### config.mk
export PLATFORM = sky130hd
export DESIGN_NAME = pipeline_acc_mc_flat
export DESIGN_NICKNAME = d
export VERILOG_FILES = /design/src/rtl/pipeline_acc_mc_pkg.sv /design/src/rtl/pipeline_acc_mc_if.sv /design/src/rtl/pipeline_acc_lane.sv /design/src/rtl/pipeline_acc_mc.sv /design/src/flat_wrapper.sv
export SDC_FILE = /design/constraint.sdc
export NUM_CORES = 1
export LEC_CHECK = 0
export ABC_AREA = 1
export CAP_MARGIN = 20
export CORE_ASPECT_RATIO = 1.75
export CORE_UTILIZATION = 45
export CTS_BUF_LIST = sky130_fd_sc_hd__clkbuf_16
export CTS_CLUSTER_DIAMETER = 120
export DETAILED_ROUTE_END_ITERATION = 8
export GPL_TIMING_DRIVEN = 0
export HOLD_SLACK_MARGIN = 0.08
export PLACE_DENSITY = 0.68
export SYNTH_ARGS = -nofsm -noshare
export SYNTH_HDL_FRONTEND = slang
export SYNTH_SLANG_ARGS = --single-unit
### constraint.sdc
create_clock -name I_clk -period 2.93 [get_ports I_clk]
set_input_delay 0.7325 -clock I_clk [delete_from_list [all_inputs] [get_ports I_clk]]
set_output_delay 0.7325 -clock I_clk [all_outputs]
set_load 0.01 [all_outputs]
### src/rtl/pipeline_acc_mc_pkg.sv
// Shared width helpers for the multi-channel pipelined accumulator.
package pipeline_acc_mc_pkg;

   // Round a width up to the next even number so the accumulator splits into two equal halves.
   function automatic int even_up(input int w);
      return w + (w % 2);
   endfunction

   // Accumulator width: result width plus guard bits, rounded up to even.
   function automatic int calc_aw(input int out_w, input int guard_w);
      return even_up(out_w + guard_w);
   endfunction

   // Split point of the two-half adder.
   function automatic int calc_h(input int aw);
      return aw / 2;
   endfunction

endpackage

### src/rtl/pipeline_acc_mc_if.sv
// Operand stream in, result vector out, for pipeline_acc_mc.
interface pipeline_acc_mc_if #(
   parameter int C_IN  = 12,
   parameter int C_OUT = 20,
   parameter int C_CH  = 4
) ();
   logic [C_CH*C_IN-1:0]  I_operand;
   logic                  I_op_rdy;
   logic                  I_op_last;
   logic                  O_result_rdy;
   logic [C_CH*C_OUT-1:0] O_result;
   logic [C_CH-1:0]       O_ovf;

   // Producer side: drives operands, observes results.
   modport master (
      output I_operand, I_op_rdy, I_op_last,
      input  O_result_rdy, O_result, O_ovf
   );

   // Accumulator side.
   modport slave (
      input  I_operand, I_op_rdy, I_op_last,
      output O_result_rdy, O_result, O_ovf
   );
endinterface

### src/rtl/pipeline_acc_lane.sv
// One channel of the accumulator datapath: split-carry add, group snapshot,
// overflow detection and saturate/wrap output. Control comes from the top.
module pipeline_acc_lane
   import pipeline_acc_mc_pkg::*;
#(
   parameter int C_IN  = 12,
   parameter int C_OUT = 20,
   parameter int C_AW  = 24,
   parameter int C_SAT = 1
) (
   input  logic             clk,
   input  logic             rst_n,
   input  logic [C_IN-1:0]  operand,
   input  logic             beat_en,
   input  logic             fresh,
   input  logic             v_1d,
   input  logic             fresh_1d,
   input  logic             last_1d,
   input  logic             last_2d,
   input  logic             last_3d,
   output logic [C_OUT-1:0] result,
   output logic             ovf
);
   localparam int C_H = calc_h(C_AW);
   localparam logic [C_OUT-1:0] SAT_MAX = {1'b0, {(C_OUT-1){1'b1}}};
   localparam logic [C_OUT-1:0] SAT_MIN = {1'b1, {(C_OUT-1){1'b0}}};

   logic [C_AW-1:0]      op_ext;
   logic [C_H-1:0]       lo_base;
   logic [C_H:0]         lo_sum;
   logic [C_H-1:0]       hi_base;
   logic [C_H-1:0]       hi_sum;
   logic [C_AW-C_OUT:0]  ext_bits;

   logic [C_H-1:0]   acc_lo_q,   acc_lo_d;
   logic             carry_1d_q, carry_1d_d;
   logic [C_H-1:0]   op_hi_1d_q, op_hi_1d_d;
   logic [C_H-1:0]   acc_hi_q,   acc_hi_d;
   logic [C_AW-1:0]  sum_2d_q,   sum_2d_d;
   logic [C_OUT-1:0] low_3d_q,   low_3d_d;
   logic             ovf_3d_q,   ovf_3d_d;
   logic             neg_3d_q,   neg_3d_d;
   logic [C_OUT-1:0] result_q,   result_d;
   logic             ovf_q,      ovf_d;

   // Next-state for all three stages; every stage holds unless its enable is set.
   always_comb begin
      acc_lo_d   = acc_lo_q;
      carry_1d_d = carry_1d_q;
      op_hi_1d_d = op_hi_1d_q;
      acc_hi_d   = acc_hi_q;
      sum_2d_d   = sum_2d_q;
      low_3d_d   = low_3d_q;
      ovf_3d_d   = ovf_3d_q;
      neg_3d_d   = neg_3d_q;
      result_d   = result_q;
      ovf_d      = ovf_q;

      // Stage 1: low half; carry is parked for the high half next cycle.
      op_ext  = {{(C_AW-C_IN){operand[C_IN-1]}}, operand};
      lo_base = fresh ? '0 : acc_lo_q;
      lo_sum  = {1'b0, lo_base} + {1'b0, op_ext[C_H-1:0]};
      if (beat_en) begin
         acc_lo_d   = lo_sum[C_H-1:0];
         carry_1d_d = lo_sum[C_H];
         op_hi_1d_d = op_ext[C_AW-1:C_H];
      end

      // Stage 2: high half; snapshot on the closing beat so the next group can start at once.
      hi_base = fresh_1d ? '0 : acc_hi_q;
      hi_sum  = hi_base + op_hi_1d_q + {{(C_H-1){1'b0}}, carry_1d_q};
      if (v_1d) begin
         acc_hi_d = hi_sum;
      end
      if (last_1d) begin
         sum_2d_d = {hi_sum, acc_lo_q};
      end

      // Stage 3a: the sum fits in C_OUT only if all bits above the result sign agree with it.
      ext_bits = sum_2d_q[C_AW-1:C_OUT-1];
      if (last_2d) begin
         low_3d_d = sum_2d_q[C_OUT-1:0];
         ovf_3d_d = (|ext_bits) && !(&ext_bits);
         neg_3d_d = sum_2d_q[C_AW-1];
      end

      // Stage 3b: pick clipped or wrapped value; held until the next group closes.
      if (last_3d) begin
         ovf_d = ovf_3d_q;
         if ((C_SAT != 0) && ovf_3d_q) begin
            result_d = neg_3d_q ? SAT_MIN : SAT_MAX;
         end else begin
            result_d = low_3d_q;
         end
      end
   end

   // Lane state registers.
   always_ff @(posedge clk or negedge rst_n) begin
      if (!rst_n) begin
         acc_lo_q   <= '0;
         carry_1d_q <= 1'b0;
         op_hi_1d_q <= '0;
         acc_hi_q   <= '0;
         sum_2d_q   <= '0;
         low_3d_q   <= '0;
         ovf_3d_q   <= 1'b0;
         neg_3d_q   <= 1'b0;
         result_q   <= '0;
         ovf_q      <= 1'b0;
      end else begin
         acc_lo_q   <= acc_lo_d;
         carry_1d_q <= carry_1d_d;
         op_hi_1d_q <= op_hi_1d_d;
         acc_hi_q   <= acc_hi_d;
         sum_2d_q   <= sum_2d_d;
         low_3d_q   <= low_3d_d;
         ovf_3d_q   <= ovf_3d_d;
         neg_3d_q   <= neg_3d_d;
         result_q   <= result_d;
         ovf_q      <= ovf_d;
      end
   end

   assign result = result_q;
   assign ovf    = ovf_q;
endmodule

### src/rtl/pipeline_acc_mc.sv
// Multi-channel pipelined signed accumulator: shared control, C_CH datapath lanes.
module pipeline_acc_mc
   import pipeline_acc_mc_pkg::*;
#(
   parameter int C_IN    = 12,
   parameter int C_OUT   = 20,
   parameter int C_CH    = 4,
   parameter int C_GUARD = 4,
   parameter int C_SAT   = 1
) (
   input logic              I_clk,
   input logic              I_rst_n,
   pipeline_acc_mc_if.slave bus
);
   localparam int C_AW = calc_aw(C_OUT, C_GUARD);

   logic fresh_q,    fresh_d;
   logic v_1d_q,     v_1d_d;
   logic fresh_1d_q, fresh_1d_d;
   logic last_1d_q,  last_1d_d;
   logic last_2d_q,  last_2d_d;
   logic last_3d_q,  last_3d_d;
   logic rdy_q,      rdy_d;

   logic [C_CH*C_OUT-1:0] result_all;
   logic [C_CH-1:0]       ovf_all;

   // Control pipeline: fresh re-arms on every accepted last; lasts walk down to the output pulse.
   always_comb begin
      fresh_d    = fresh_q;
      if (bus.I_op_rdy) begin
         fresh_d = bus.I_op_last;
      end
      v_1d_d     = bus.I_op_rdy;
      fresh_1d_d = fresh_q;
      last_1d_d  = bus.I_op_rdy & bus.I_op_last;
      last_2d_d  = last_1d_q;
      last_3d_d  = last_2d_q;
      rdy_d      = last_3d_q;
   end

   // Control registers; reset discards anything in flight.
   always_ff @(posedge I_clk or negedge I_rst_n) begin
      if (!I_rst_n) begin
         fresh_q    <= 1'b1;
         v_1d_q     <= 1'b0;
         fresh_1d_q <= 1'b0;
         last_1d_q  <= 1'b0;
         last_2d_q  <= 1'b0;
         last_3d_q  <= 1'b0;
         rdy_q      <= 1'b0;
      end else begin
         fresh_q    <= fresh_d;
         v_1d_q     <= v_1d_d;
         fresh_1d_q <= fresh_1d_d;
         last_1d_q  <= last_1d_d;
         last_2d_q  <= last_2d_d;
         last_3d_q  <= last_3d_d;
         rdy_q      <= rdy_d;
      end
   end

   genvar gi;
   generate
      for (gi = 0; gi < C_CH; gi++) begin : g_lane
         pipeline_acc_lane #(
            .C_IN  (C_IN),
            .C_OUT (C_OUT),
            .C_AW  (C_AW),
            .C_SAT (C_SAT)
         ) u_lane (
            .clk      (I_clk),
            .rst_n    (I_rst_n),
            .operand  (bus.I_operand[gi*C_IN +: C_IN]),
            .beat_en  (bus.I_op_rdy),
            .fresh    (fresh_q),
            .v_1d     (v_1d_q),
            .fresh_1d (fresh_1d_q),
            .last_1d  (last_1d_q),
            .last_2d  (last_2d_q),
            .last_3d  (last_3d_q),
            .result   (result_all[gi*C_OUT +: C_OUT]),
            .ovf      (ovf_all[gi])
         );
      end
   endgenerate

   assign bus.O_result_rdy = rdy_q;
   assign bus.O_result     = result_all;
   assign bus.O_ovf        = ovf_all;
endmodule

### src/flat_wrapper.sv
// flat-port wrapper written by rule: the top's interface ports become plain ports
module pipeline_acc_mc_flat import pipeline_acc_mc_pkg::*;
#(
   parameter int C_IN    = 12,
   parameter int C_OUT   = 20,
   parameter int C_CH    = 4,
   parameter int C_GUARD = 4,
   parameter int C_SAT   = 1
)
  (I_clk, I_rst_n, bus_I_operand, bus_I_op_rdy, bus_I_op_last, bus_O_result_rdy, bus_O_result, bus_O_ovf);
  pipeline_acc_mc_if #(.C_IN(C_IN), .C_OUT(C_OUT), .C_CH(C_CH)) bus_i ();
  input logic I_clk;
  input logic I_rst_n;
  input wire logic [$bits(bus_i.I_operand)-1:0] bus_I_operand;
  input wire logic [$bits(bus_i.I_op_rdy)-1:0] bus_I_op_rdy;
  input wire logic [$bits(bus_i.I_op_last)-1:0] bus_I_op_last;
  output wire logic [$bits(bus_i.O_result_rdy)-1:0] bus_O_result_rdy;
  output wire logic [$bits(bus_i.O_result)-1:0] bus_O_result;
  output wire logic [$bits(bus_i.O_ovf)-1:0] bus_O_ovf;
  assign bus_i.I_operand = bus_I_operand;
  assign bus_i.I_op_rdy = bus_I_op_rdy;
  assign bus_i.I_op_last = bus_I_op_last;
  assign bus_O_result_rdy = bus_i.O_result_rdy;
  assign bus_O_result = bus_i.O_result;
  assign bus_O_ovf = bus_i.O_ovf;
  pipeline_acc_mc #(.C_IN(C_IN), .C_OUT(C_OUT), .C_CH(C_CH), .C_GUARD(C_GUARD), .C_SAT(C_SAT)) u_core (.I_clk(I_clk), .I_rst_n(I_rst_n), .bus(bus_i));
endmodule
==> results.md, run 1 <==
- CTS Buf Count: 37
- P_int: 12900 uW
- Sw Pwr: about 7500 uW
- Area leader, netlist: dfrtp_1
- FF-to-FF Start: u_core.fresh_1d_d
- Crit. Startpoint: u_core.fresh_1d_d
- Pre-CTS WS: -0.0793 ns
- Worst Setup End Kind: flop
- Ys flop type: dfrtp_1
- Number of H-tree levels: 2
- Clk sinks: 379
- Max Slew Vio Count: 0
- Io pins: 137
- Gpl congestion: 0.932
- Setup CP Type: reg2reg
- Unique cell type count in the Yosys netlist: 38
- Drt first pass iters: 5
- Yosys reg bits: 379
- Count leader, synth: nand2_1
- Leakage: roughly 0.012 uW
- CTS Root Cell: clkbuf_16
- Slew margin rel.: a little over two fifths
- Die width: 161 um
- TritonCTS clock tree: yes
- Yosys synthesis warning count: 0
- Seq/Total Area, Yosys: 47.8%
- Synthesized instance count: between 2000 and 2500
- Clock slew at reported path FFs: ~0.06 ns
- Final hold vios: 0
- Hold crit path type: in2async
- Largest net degree at the start of global routing: 119
- Switch share: a little under two fifths
- Synth top area cells: dfrtp_1, nand2_1, inv_1
- Clock power frac: 23.6%
- RSZ-0062 raised after global routing: false
- Register-to-Register Path Depth: 11
- Seq pwr share: 40.6%
- Fin Hold WS: 0.0781 ns
- Syn nets: 2638
- Total Routing Usage GR: 25.5%
- Antenna Cells: 0
- Routed vias: 16900
- Vias per inst: 5.19
- Startpoint Class: flop
- Full die area: 0.0450 sq mm
- Logic pwr share: between 30 and 40%
- DR iter-0 viols: 930
- Final core utilization: 53.4%
- Max_cap viols: 0
- Final Critical Period: between 2 and 3 ns
- Port bufs: ~140
- FFs w/ async S/R, synth: 100%
- Core area: 0.0435 sq mm
- Clock Latency Late Sink: 0.55 ns
- Clk_skew: 0.0167 ns
- Antenna-violating nets left: 0
- Post-CTS setup buffer count: 0
- Avg Cell Area, Syn: approximately 8 sq um
- Post-DP HPWL: 42900 um
- Post-route DRC: 0
- Overall power: between 20000 and 25000 uW
- PwrDens: slightly below 900 mW/mm^2
- Synthesized area: 0.0199 sq mm
- Upper clock frequency limit: 359 MHz
- Post-synth EDFFs: 0
- VDD IR-drop max: 0.448 mV
- Area growth syn-to-layout: 17.0%
- First-pass GRT wire length: 89400 um
- Worst endpoint required time: around 3.3 ns
- Grt total ovfl: 0
- Die height: around 280 um
- Crit path DAT: 3.17 ns
- Layout cells sized above 1: 6.65%
- # rows: 101
- Post-DR wirelength/cell: 17.2 um
- Worst Max-Slew Pin Slew: approximately 0.85 ns
- Clock Path Buffers: 3
- Fillcell total: 4161
- Finish-stage setup viols: 0
- Share of the synthesized area in the top cell type: between 40% and 50%
- Tcrit/Tclk final: 94.9%
- Setup ws final: approximately 0.15 ns
- Synth cell count leaders: nand2_1, dfrtp_1, inv_1
- Run status: completed
- Starting Density: 45.7%
- Number of global-route vias before repair: 17000
- Total Wirelength: 55900 um
- Initial antenna violation count: 0
- # nets final: 2816
- Worst-path maximum fanout: 10
## flip-flops by register name (all words and copies together), names as in the netlist, 4 cells and up
signal	flops
u_core.g_lane.u_lane.neg_3d_q	4
u_core.g_lane.u_lane.sum_2d_q	96
u_core.g_lane.u_lane.low_3d_q	80
u_core.g_lane.u_lane.op_hi_1d_q	4
u_core.g_lane.u_lane.acc_hi_q	48
u_core.g_lane.u_lane.ovf	4
u_core.g_lane.u_lane.result	80
u_core.g_lane.u_lane.carry_1d_q	4
u_core.g_lane.u_lane.ovf_3d_q	4
u_core.g_lane.u_lane.acc_lo_q	48
## logic make-up after synthesis
family	after synthesis	share of synthesized area [%]
AOI/OAI and AO/OA	319	8.15
muxes	61	3.46
DFF	379	47.8
buffers and inverters	399	7.94
xor gates and xnor gates	23	1.09
and+or+nand+nor	1205	24.9
adders and majority gates	100	6.75
## what timing repair did
item	4_1_cts	5_1_grt
hold buffers	0	0
resized for setup	1	5
endpoints found under the hold margin	0	0
setup endpoints to repair	2	11
## critical path, stage by stage (launching register included)
cell      delay [ns]
dfstp_2         0.60
clkbuf_2        0.27
buf_2           0.35
nor2_1          0.09
ha_1            0.25
fa_1            0.47
nand2_1         0.11
nand3_1         0.11
nand3_1         0.13
nand3b_1        0.09
nand3_1         0.08
o21ai_0         0.07
## per-stage QoR
| step | TNS [ns] | instance area (sq um) | cells |
|---|---|---|---|
| finish | 0 | 23200 | 3258 |
| global route | 0 | 23200 | 3258 |
| CTS | 0 | 23200 | 3258 |
| detailed placement | -0.144 | 22000 | 3191 |
| global placement | -5756.75 | 21900 | 3188 |
| floorplan | 0 | 19900 | 2486 |
## metal layers
layer  up-vias  GRT usage, %  part of all wire [%]
met5         -             0                     0
met4         0          11.8                   4.7
met3       107          2.56                   3.4
met2       400          48.2                    54
met1      8129          28.4                    38
li1       8266             -                     -
## layout by cell type, fill, tap and decap left out, types with 4 or more instances in the layout
cell type / count
o21ai_1: 9
buf_4: 5
inv_2: 4
xnor2_1: 8
clkinv_4: 4
nand3b_1: 12
buf_2: 29
nand4_1: 35
nand3_1: 162
mux2_2: 61
o22ai_1: 6
inv_1: 309
dfrtp_1: 375
clkbuf_16: 39
clkinv_2: 4
nand2_1: 746
ha_1: 88
nor2_1: 227
xor2_1: 13
clkinv_1: 5
clkbuf_1: 51
fa_1: 12
a21oi_1: 97
o21ai_0: 201
clkdlybuf4s50_1: 135
or2_1: 5
and2_1: 4
nor4_1: 4
## final timing paths
kind,endpoint,slack (ns)
hold / removal,u_core.g_lane[3].u_lane.acc_lo_q[4],0.08
setup reg to reg,u_core.g_lane[1].u_lane.acc_lo_q[8],0.15
min in group I_clk,u_core.last_3d_q,0.37
setup / recovery,u_core.g_lane[1].u_lane.acc_lo_q[8],0.15
hold reg to reg,u_core.last_3d_q,0.37
max in group asynchronous,u_core.g_lane[1].u_lane.op_hi_1d_q[0],0.97
## power by group through the flow
stage	clock [uW]	combinational (uW)	sequential (uW)
3_5_place_dp	0	7260	8340
5_1_grt	5080	8270	8500
6_report	4800	7300	8280
3_3_place_gp	0	7090	8320
2_1_floorplan	0	4690	8150
4_1_cts	4880	7330	8270
## layout make-up
class	instances	area (sq um)	share of cell area (%)
buffer	94	434	1.87
clock buffer	39	976	4.20
clock inverter	28	228	0.980
inverter	305	1140	4.93
multi-input combinational	1708	8800	37.9
sequential	379	9490	40.9
tap	566	708	3.05
timing repair buffer	139	1450	6.24
No activity file was read; power rests on OpenSTA's default activity.
==> inputs of run 2 (changes only) <==
CORE_UTILIZATION = 54   (was 45)
PLACE_DENSITY = 0.77   (was 0.68)
clock period = 2.2 ns   (was 2.93 ns; I/O delays follow)
==> results.md, run 2 (synthesis gave the netlist of run 1 again) <==
- Worst Setup End Kind: flop (unchanged)
- Tcrit/Tclk final: 104% (was 94.9%)
- Total Routing Usage GR: 30.7% (was 25.5%)
- FF-to-FF End: u_core.g_lane[3].u_lane.acc_hi_q[6] (was u_core.g_lane[1].u_lane.acc_lo_q[8])
- Grt total ovfl: 0 (unchanged)
- Post-DP HPWL: 41800 um (was 42900 um)
- Clk sinks: 379 (unchanged)
- Setup ws final: -0.0831 ns (was 0.148 ns)
- Leakage: 0.0125 uW (was 0.0119 uW)
- Final hold vios: 0 (unchanged)
- Starting Density: 55.0% (was 45.7%)
- Register-to-Register Path Depth: 13 (was 11)
- Clock slew at reported path FFs: 0.06 ns (about the same)
- CTS Buf Count: 38 (was 37)
- Largest net degree at the start of global routing: 112 (was 119)
- First-pass GRT wire length: 89900 um (was 89400 um)
- Worst Max-Slew Pin Slew: 0.961 ns (was 0.846 ns)
- Largest register FFs: 96 (unchanged)
- Most common cell after layout, fill and taps aside: nand2_1 (unchanged)
- Final Critical Period: 2.28 ns (was 2.78 ns)
- Area taken by multi-input logic gates: 0.00997 sq mm (was 0.00880 sq mm)
- Upper clock frequency limit: 438 MHz (was 359 MHz)
- # rows: 92 (was 101)
- Antenna Cells: 0 (unchanged)
- Startpoint Class: flop (unchanged)
- TritonCTS clock tree: yes (unchanged)
- Drt first pass iters: 5 (unchanged)
- Die width: 147 um (was 161 um)
- Max_cap viols: 0 (unchanged)
- Area growth syn-to-layout: 25.8% (was 17.0%)
- # nets final: 2877 (was 2816)
- Gpl congestion: 0.908 (was 0.932)
- CTS Root Cell: clkbuf_16 (unchanged)
- Full die area: 0.0376 sq mm (was 0.0450 sq mm)
- Core area: 0.0361 sq mm (was 0.0435 sq mm)
- Register Area: 0.00949 sq mm (about the same)
- Initial antenna violation count: 0 (unchanged)
- Layout cells sized above 1: 17.4% (was 6.65%)
- Worst-path maximum fanout: 8 (was 10)
- Clk_skew: 0.0179 ns (was 0.0167 ns)
- Run status: finished with violations (was completed)
- Hold Path Stages: 0
- Fillcell total: 2883 (was 4161)
- R2R Setup Slk: -0.08 ns (was 0.15 ns)
- Non-filler cells, final: 3222 (was 3258)
- Port bufs: 136 (unchanged)
- Setup_tns: -0.746 ns (was 0 ns)
- Violated checks: setup timing
- Setup CP Type: reg2reg (unchanged)
- Fin Hold WS: 0.375 ns (was 0.0781 ns)
- Most flops, register: u_core.g_lane.u_lane.sum_2d_q (unchanged)
- Total Wirelength: 58400 um (was 55900 um)
- RSZ-0062 raised after global routing: true (was false)
- Routed vias: 17600 (was 16900)
- Post-route DRC: 0 (unchanged)
- Io pins: 137 (unchanged)
- Commonest cells after routing, fill and taps aside: nand2_1, dfrtp_1, inv_1, nor2_1, o21ai_0 (unchanged)
- Hold Crit Start: u_core.last_3d_q
- Hold crit path type: reg2reg (was in2async)
- Overall power: 29300 uW (was 20400 uW)
- Clock Path Buffers: 3 (unchanged)
- Number of global-route vias before repair: 17400 (was 17000)
- Vias per inst: 5.46 (was 5.19)
- Number of H-tree levels: 2 (unchanged)
- Dpl cells: 3095 (was 3191)
- Crit path DAT: 2.76 ns (was 3.17 ns)
- Slew margin rel.: 35.9% (was 43.6%)
- Post-DR wirelength/cell: 18.1 um (was 17.2 um)
- Worst endpoint required time: 2.67 ns (was 3.32 ns)
- Max Slew Vio Count: 0 (unchanged)
- Antenna-violating nets left: 0 (unchanged)
- PwrDens: 1170 mW/mm^2 (was 878 mW/mm^2)
- DR iter-0 viols: 1047 (was 930)
- Finish-stage setup viols: 21 (was 0)
- Hold Path End: u_core.bus.O_result_rdy
- Die height: 256 um (was 280 um)
- Clock Latency Late Sink: 0.54 ns (was 0.55 ns)
- VDD IR-drop max: 0.631 mV (was 0.448 mV)
- FF-to-FF Start: u_core.fresh_1d_q (was u_core.fresh_1d_d)
run 2: layer usage:
metal | wire length, um | vias up | track usage, % | share of wire, %
met4 | 3630 | 0 | 17.8 | 6.2
met2 | 31000 | 490 | 55.5 | 53
li1 | - | 8386 | - | -
met3 | 2250 | 182 | 3.42 | 3.9
met1 | 21600 | 8534 | 34.6 | 37
met5 | 0 | - | 0 | 0
run 2: what timing repair did:
| item | 4_1_cts | 5_1_grt |
|---|---|---|
| pin swaps | 17 | 99 |
| hold endpoints to repair | 78 | 0 |
| setup endpoints to repair | 114 | 191 |
| hold buffers | 1 | 0 |
| gates resized for setup | 75 | 257 |
| buffers inserted | 16 | 43 |
| gates cloned | 1 | 0 |
run 2: cell type report:
cell class,instances,share of cell area (%)
Clock inverter,26,0.956
Multi-Input combinational cell,1708,39.9
Buffer,93,2.13
Tap cell,470,2.35
Timing Repair Buffer,200,8.00
Inverter,305,4.59
Sequential cell,379,38.0
Clock buffer,41,4.11
run 2: critical path: stages, from the launching register on:
cell	delay [ns]
dfrtp_2	0.46
inv_4	0.08
buf_12	0.14
nand2_4	0.05
fa_2	0.41
fa_2	0.40
inv_2	0.08
nand3_2	0.08
nand3_4	0.10
nand2_2	0.06
nand2_2	0.06
or2_1	0.13
nand3_1	0.07
nand2_1	0.09
run 2: through the flow:
| stage | util [%] | setup slack, ns | area [sq um] |
|---|---|---|---|
| after CTS | 65.4 | -0.112 | 23600 |
| final | 69.1 | -0.0831 | 25000 |
| after detailed placement | 60.7 | -0.561 | 21900 |
| after floorplan | - | 0.00128 | 19900 |
| after global routing | 69.1 | -0.153 | 25000 |
| after global placement | 60.4 | -16.98 | 21800 |
run 2: power by group:
part	internal [uW]	total (uW)	switching, uW
Clock	3850	6650	2800
Sequential	9500	11100	1620
Combinational	5010	11600	6540
Total	18400	29300	11000
run 2: worst max path at each step:
stage / slack (ns) / endpoint / from / depth (start not counted)
2_1_floorplan: 0.001 / u_core.g_lane[1].u_lane.acc_hi_q[8] / u_core.fresh_1d_q / 14
3_3_place_gp: -16.98 / u_core.g_lane[1].u_lane.op_hi_1d_q[0] / I_rst_n / 1
3_5_place_dp: -0.56 / u_core.g_lane[2].u_lane.acc_lo_q[8] / u_core.fresh_1d_d / 10
4_1_cts: -0.11 / u_core.g_lane[3].u_lane.sum_2d_q[18] / u_core.fresh_1d_q / 14
5_1_grt: -0.15 / u_core.g_lane[3].u_lane.acc_hi_q[6] / u_core.fresh_1d_q / 13
6_report: -0.08 / u_core.g_lane[3].u_lane.acc_hi_q[6] / u_core.fresh_1d_q / 13
==> inputs of run 3 (changes only) <==
CORE_UTILIZATION = 56   (was 54)
CTS_BUF_LIST = sky130_fd_sc_hd__clkbuf_8   (was sky130_fd_sc_hd__clkbuf_16)
PLACE_DENSITY = 0.79   (was 0.77)
==> results.md, run 3 (synthesis gave the netlist of run 1 again) <==
- Die width: 144 um (was 147 um)
- Most common cell after layout, fill and taps aside: nand2_1 (unchanged)
- VDD IR-drop max: 0.702 mV (was 0.631 mV)
- Total Wirelength: 58100 um (was 58400 um)
- Finish-stage setup viols: 35 (was 21)
- Run status: finished with violations (unchanged)
- Worst Max-Slew Pin Slew: 0.984 ns (was 0.961 ns)
- Number of H-tree levels: 2 (unchanged)
- FF-to-FF End: u_core.g_lane[2].u_lane.sum_2d_q[20] (was u_core.g_lane[3].u_lane.acc_hi_q[6])
- Starting Density: 57.3% (was 55.0%)
- Routed vias: 17900 (was 17600)
- First-pass GRT wire length: 87200 um (was 89900 um)
- Setup ws final: -0.128 ns (was -0.0831 ns)
- Post-DP HPWL: 41000 um (was 41800 um)
- Setup_tns: -2.01 ns (was -0.746 ns)
- Violated checks: setup timing (unchanged)
- FF-to-FF Start: u_core.fresh_1d_q (unchanged)
- Startpoint Class: flop (unchanged)
- Design Area, Final: 0.0254 sq mm (was 0.0250 sq mm)
- Port bufs: 136 (unchanged)
- Io pins: 137 (unchanged)
- RSZ-0062 raised after global routing: true (unchanged)
- Slew margin rel.: 34.4% (was 35.9%)
- Fin Hold WS: 0.389 ns (was 0.375 ns)
- Clock Latency Late Sink: 0.64 ns (was 0.54 ns)
- Tcrit/Tclk final: 106% (was 104%)
- TritonCTS clock tree: yes (unchanged)
- Vias per inst: 5.50 (was 5.46)
- Antenna-violating nets left: 0 (unchanged)
- Leakage: 0.0127 uW (was 0.0125 uW)
- Fillcell total: 2628 (was 2883)
- Grt total ovfl: 0 (unchanged)
- Worst Setup EP: u_core.g_lane[2].u_lane.sum_2d_q[20] (was u_core.g_lane[3].u_lane.acc_hi_q[6])
- Final core utilization: 73.3% (was 69.1%)
- Die height: 251 um (was 256 um)
- Max Slew Vio Count: 0 (unchanged)
- Hold crit path type: reg2reg (unchanged)
- Largest net degree at the start of global routing: 123 (was 112)
- Crit. Startpoint: u_core.fresh_1d_q (unchanged)
- Final hold vios: 0 (unchanged)
- Total Routing Usage GR: 31.4% (was 30.7%)
- Clock Path Buffers: 3 (unchanged)
- Core area: 0.0347 sq mm (was 0.0361 sq mm)
- Clk_skew: 0.0300 ns (was 0.0179 ns)
- PwrDens: 1150 mW/mm^2 (was 1170 mW/mm^2)
- Number of global-route vias before repair: 17200 (was 17400)
- Upper clock frequency limit: 430 MHz (was 438 MHz)
- # nets final: 2903 (was 2877)
- Post-route DRC: 0 (unchanged)
- Most flops, register: u_core.g_lane.u_lane.sum_2d_q (unchanged)
- Crit path DAT: 2.88 ns (was 2.76 ns)
- Initial antenna violation count: 1 (was 0)
- Worst-path maximum fanout: 8 (unchanged)
- DR iter-0 viols: 1051 (was 1047)
- Clock slew at reported path FFs: 0.07 ns (was 0.06 ns)
- Area growth syn-to-layout: 28.0% (was 25.8%)
- Final Critical Period: 2.33 ns (was 2.28 ns)
- Clk sinks: 379 (unchanged)
- Commonest cells after routing, fill and taps aside: nand2_1, dfrtp_1, inv_1, nor2_1, o21ai_0 (unchanged)
- Overall power: 29200 uW (was 29300 uW)
- # rows: 90 (was 92)
- Full die area: 0.0363 sq mm (was 0.0376 sq mm)
- R2R Setup Slk: -0.13 ns (was -0.08 ns)
- Placed inst area: 0.0219 sq mm (about the same)
- Worst Setup End Kind: flop (unchanged)
- Register-to-Register Path Depth: 12 (was 13)
- Setup CP Type: reg2reg (unchanged)
- Max_cap viols: 0 (unchanged)
- Worst endpoint required time: 2.76 ns (was 2.67 ns)
- CTS Root Cell: clkbuf_8 (was clkbuf_16)
- Layout cells sized above 1: 21.1% (was 17.4%)
- Post-DR wirelength/cell: 17.9 um (was 18.1 um)
- Drt first pass iters: 5 (unchanged)
- Gpl congestion: 0.912 (was 0.908)
- Largest register FFs: 96 (unchanged)
- CTS Buf Count: 54 (was 38)
[run 3: cell count changes in the layout (fill, tap and decap cells not counted), moves of 11 or more]
cell and change:
nand2_1 -28, clkdlybuf4s50_1 -11, nand2_2 +21, clkbuf_16 -40, clkbuf_8 +68, nand3_2 +20, nand3_1 -26
[run 3: timing repair]
action                     in CTS  in global routing
pin swaps                      29                134
hold buffers                    2                  0
hold endpoints to repair       37                  0
setup endpoints to repair     131                219
gates resized for setup       118                341
setup buffers                  19                 50
cloned                          1                  1
[run 3: routing by layer]
| metal | global-route usage, % | routed length (um) | up-vias |
|---|---|---|---|
| met5 | 0 | 0 | - |
| met1 | 35.9 | 21300 | 8679 |
| met2 | 55.8 | 30400 | 559 |
| li1 | - | - | 8443 |
| met3 | 4.00 | 2720 | 205 |
| met4 | 17.4 | 3690 | 0 |
[run 3: layout make-up]
class | instances | area [sq um] | area share [%]
tap | 460 | 576 | 2.26
antenna | 1 | 2.50 | 0.00984
sequential | 379 | 9500 | 37.4
timing repair buffer | 212 | 2110 | 8.32
clock buffer | 68 | 936 | 3.68
clock inverter | 29 | 251 | 0.989
inverter | 305 | 1150 | 4.53
multi-input combinational | 1708 | 10400 | 40.9
buffer | 91 | 505 | 1.99
[run 3: worst min path at each step]
stage          depth (start not counted)                      end        startpoint  slack (ns)
2_1_floorplan                          0  u_core.bus.O_result_rdy           I_rst_n        0.25
3_3_place_gp                           0         u_core.last_3d_q  u_core.last_2d_q        0.36
3_5_place_dp                           0         u_core.last_3d_q  u_core.last_2d_q        0.37
4_1_cts                                1            u_core.v_1d_q      bus_I_op_rdy        0.38
5_1_grt                                1            u_core.v_1d_q      bus_I_op_rdy        0.41
6_report                               0         u_core.last_3d_q  u_core.last_2d_q        0.39
[run 3: metrics by stage]
| step | setup slack (ns) | instances |
|---|---|---|
| 4_1_cts | -0.155 | 3204 |
| 3_5_place_dp | -0.547 | 3085 |
| 2_1_floorplan | 0.00128 | 2486 |
| 3_3_place_gp | -17.02 | 3082 |
| 5_1_grt | -0.187 | 3253 |
| 6_report | -0.128 | 3253 |
[run 3: worst max-delay path, cell delays in order (launching register included)]
cell and delay (ns):
dfrtp_2 0.49, inv_8 0.15, buf_6 0.12, nand2_4 0.04
fa_2 0.37, fa_2 0.40, inv_2 0.08, nand3_2 0.08
nand3_4 0.10, nand2_4 0.05, nand3b_1 0.15, nand3_1 0.11
nand2_1 0.10
[run 3: power breakdown]
part           switching, uW  internal (uW)  total (uW)
sequential              1600           9500       11100
clock                   2840           3270        6110
combinational           6780           5160       11900
total                  11200          17900       29200
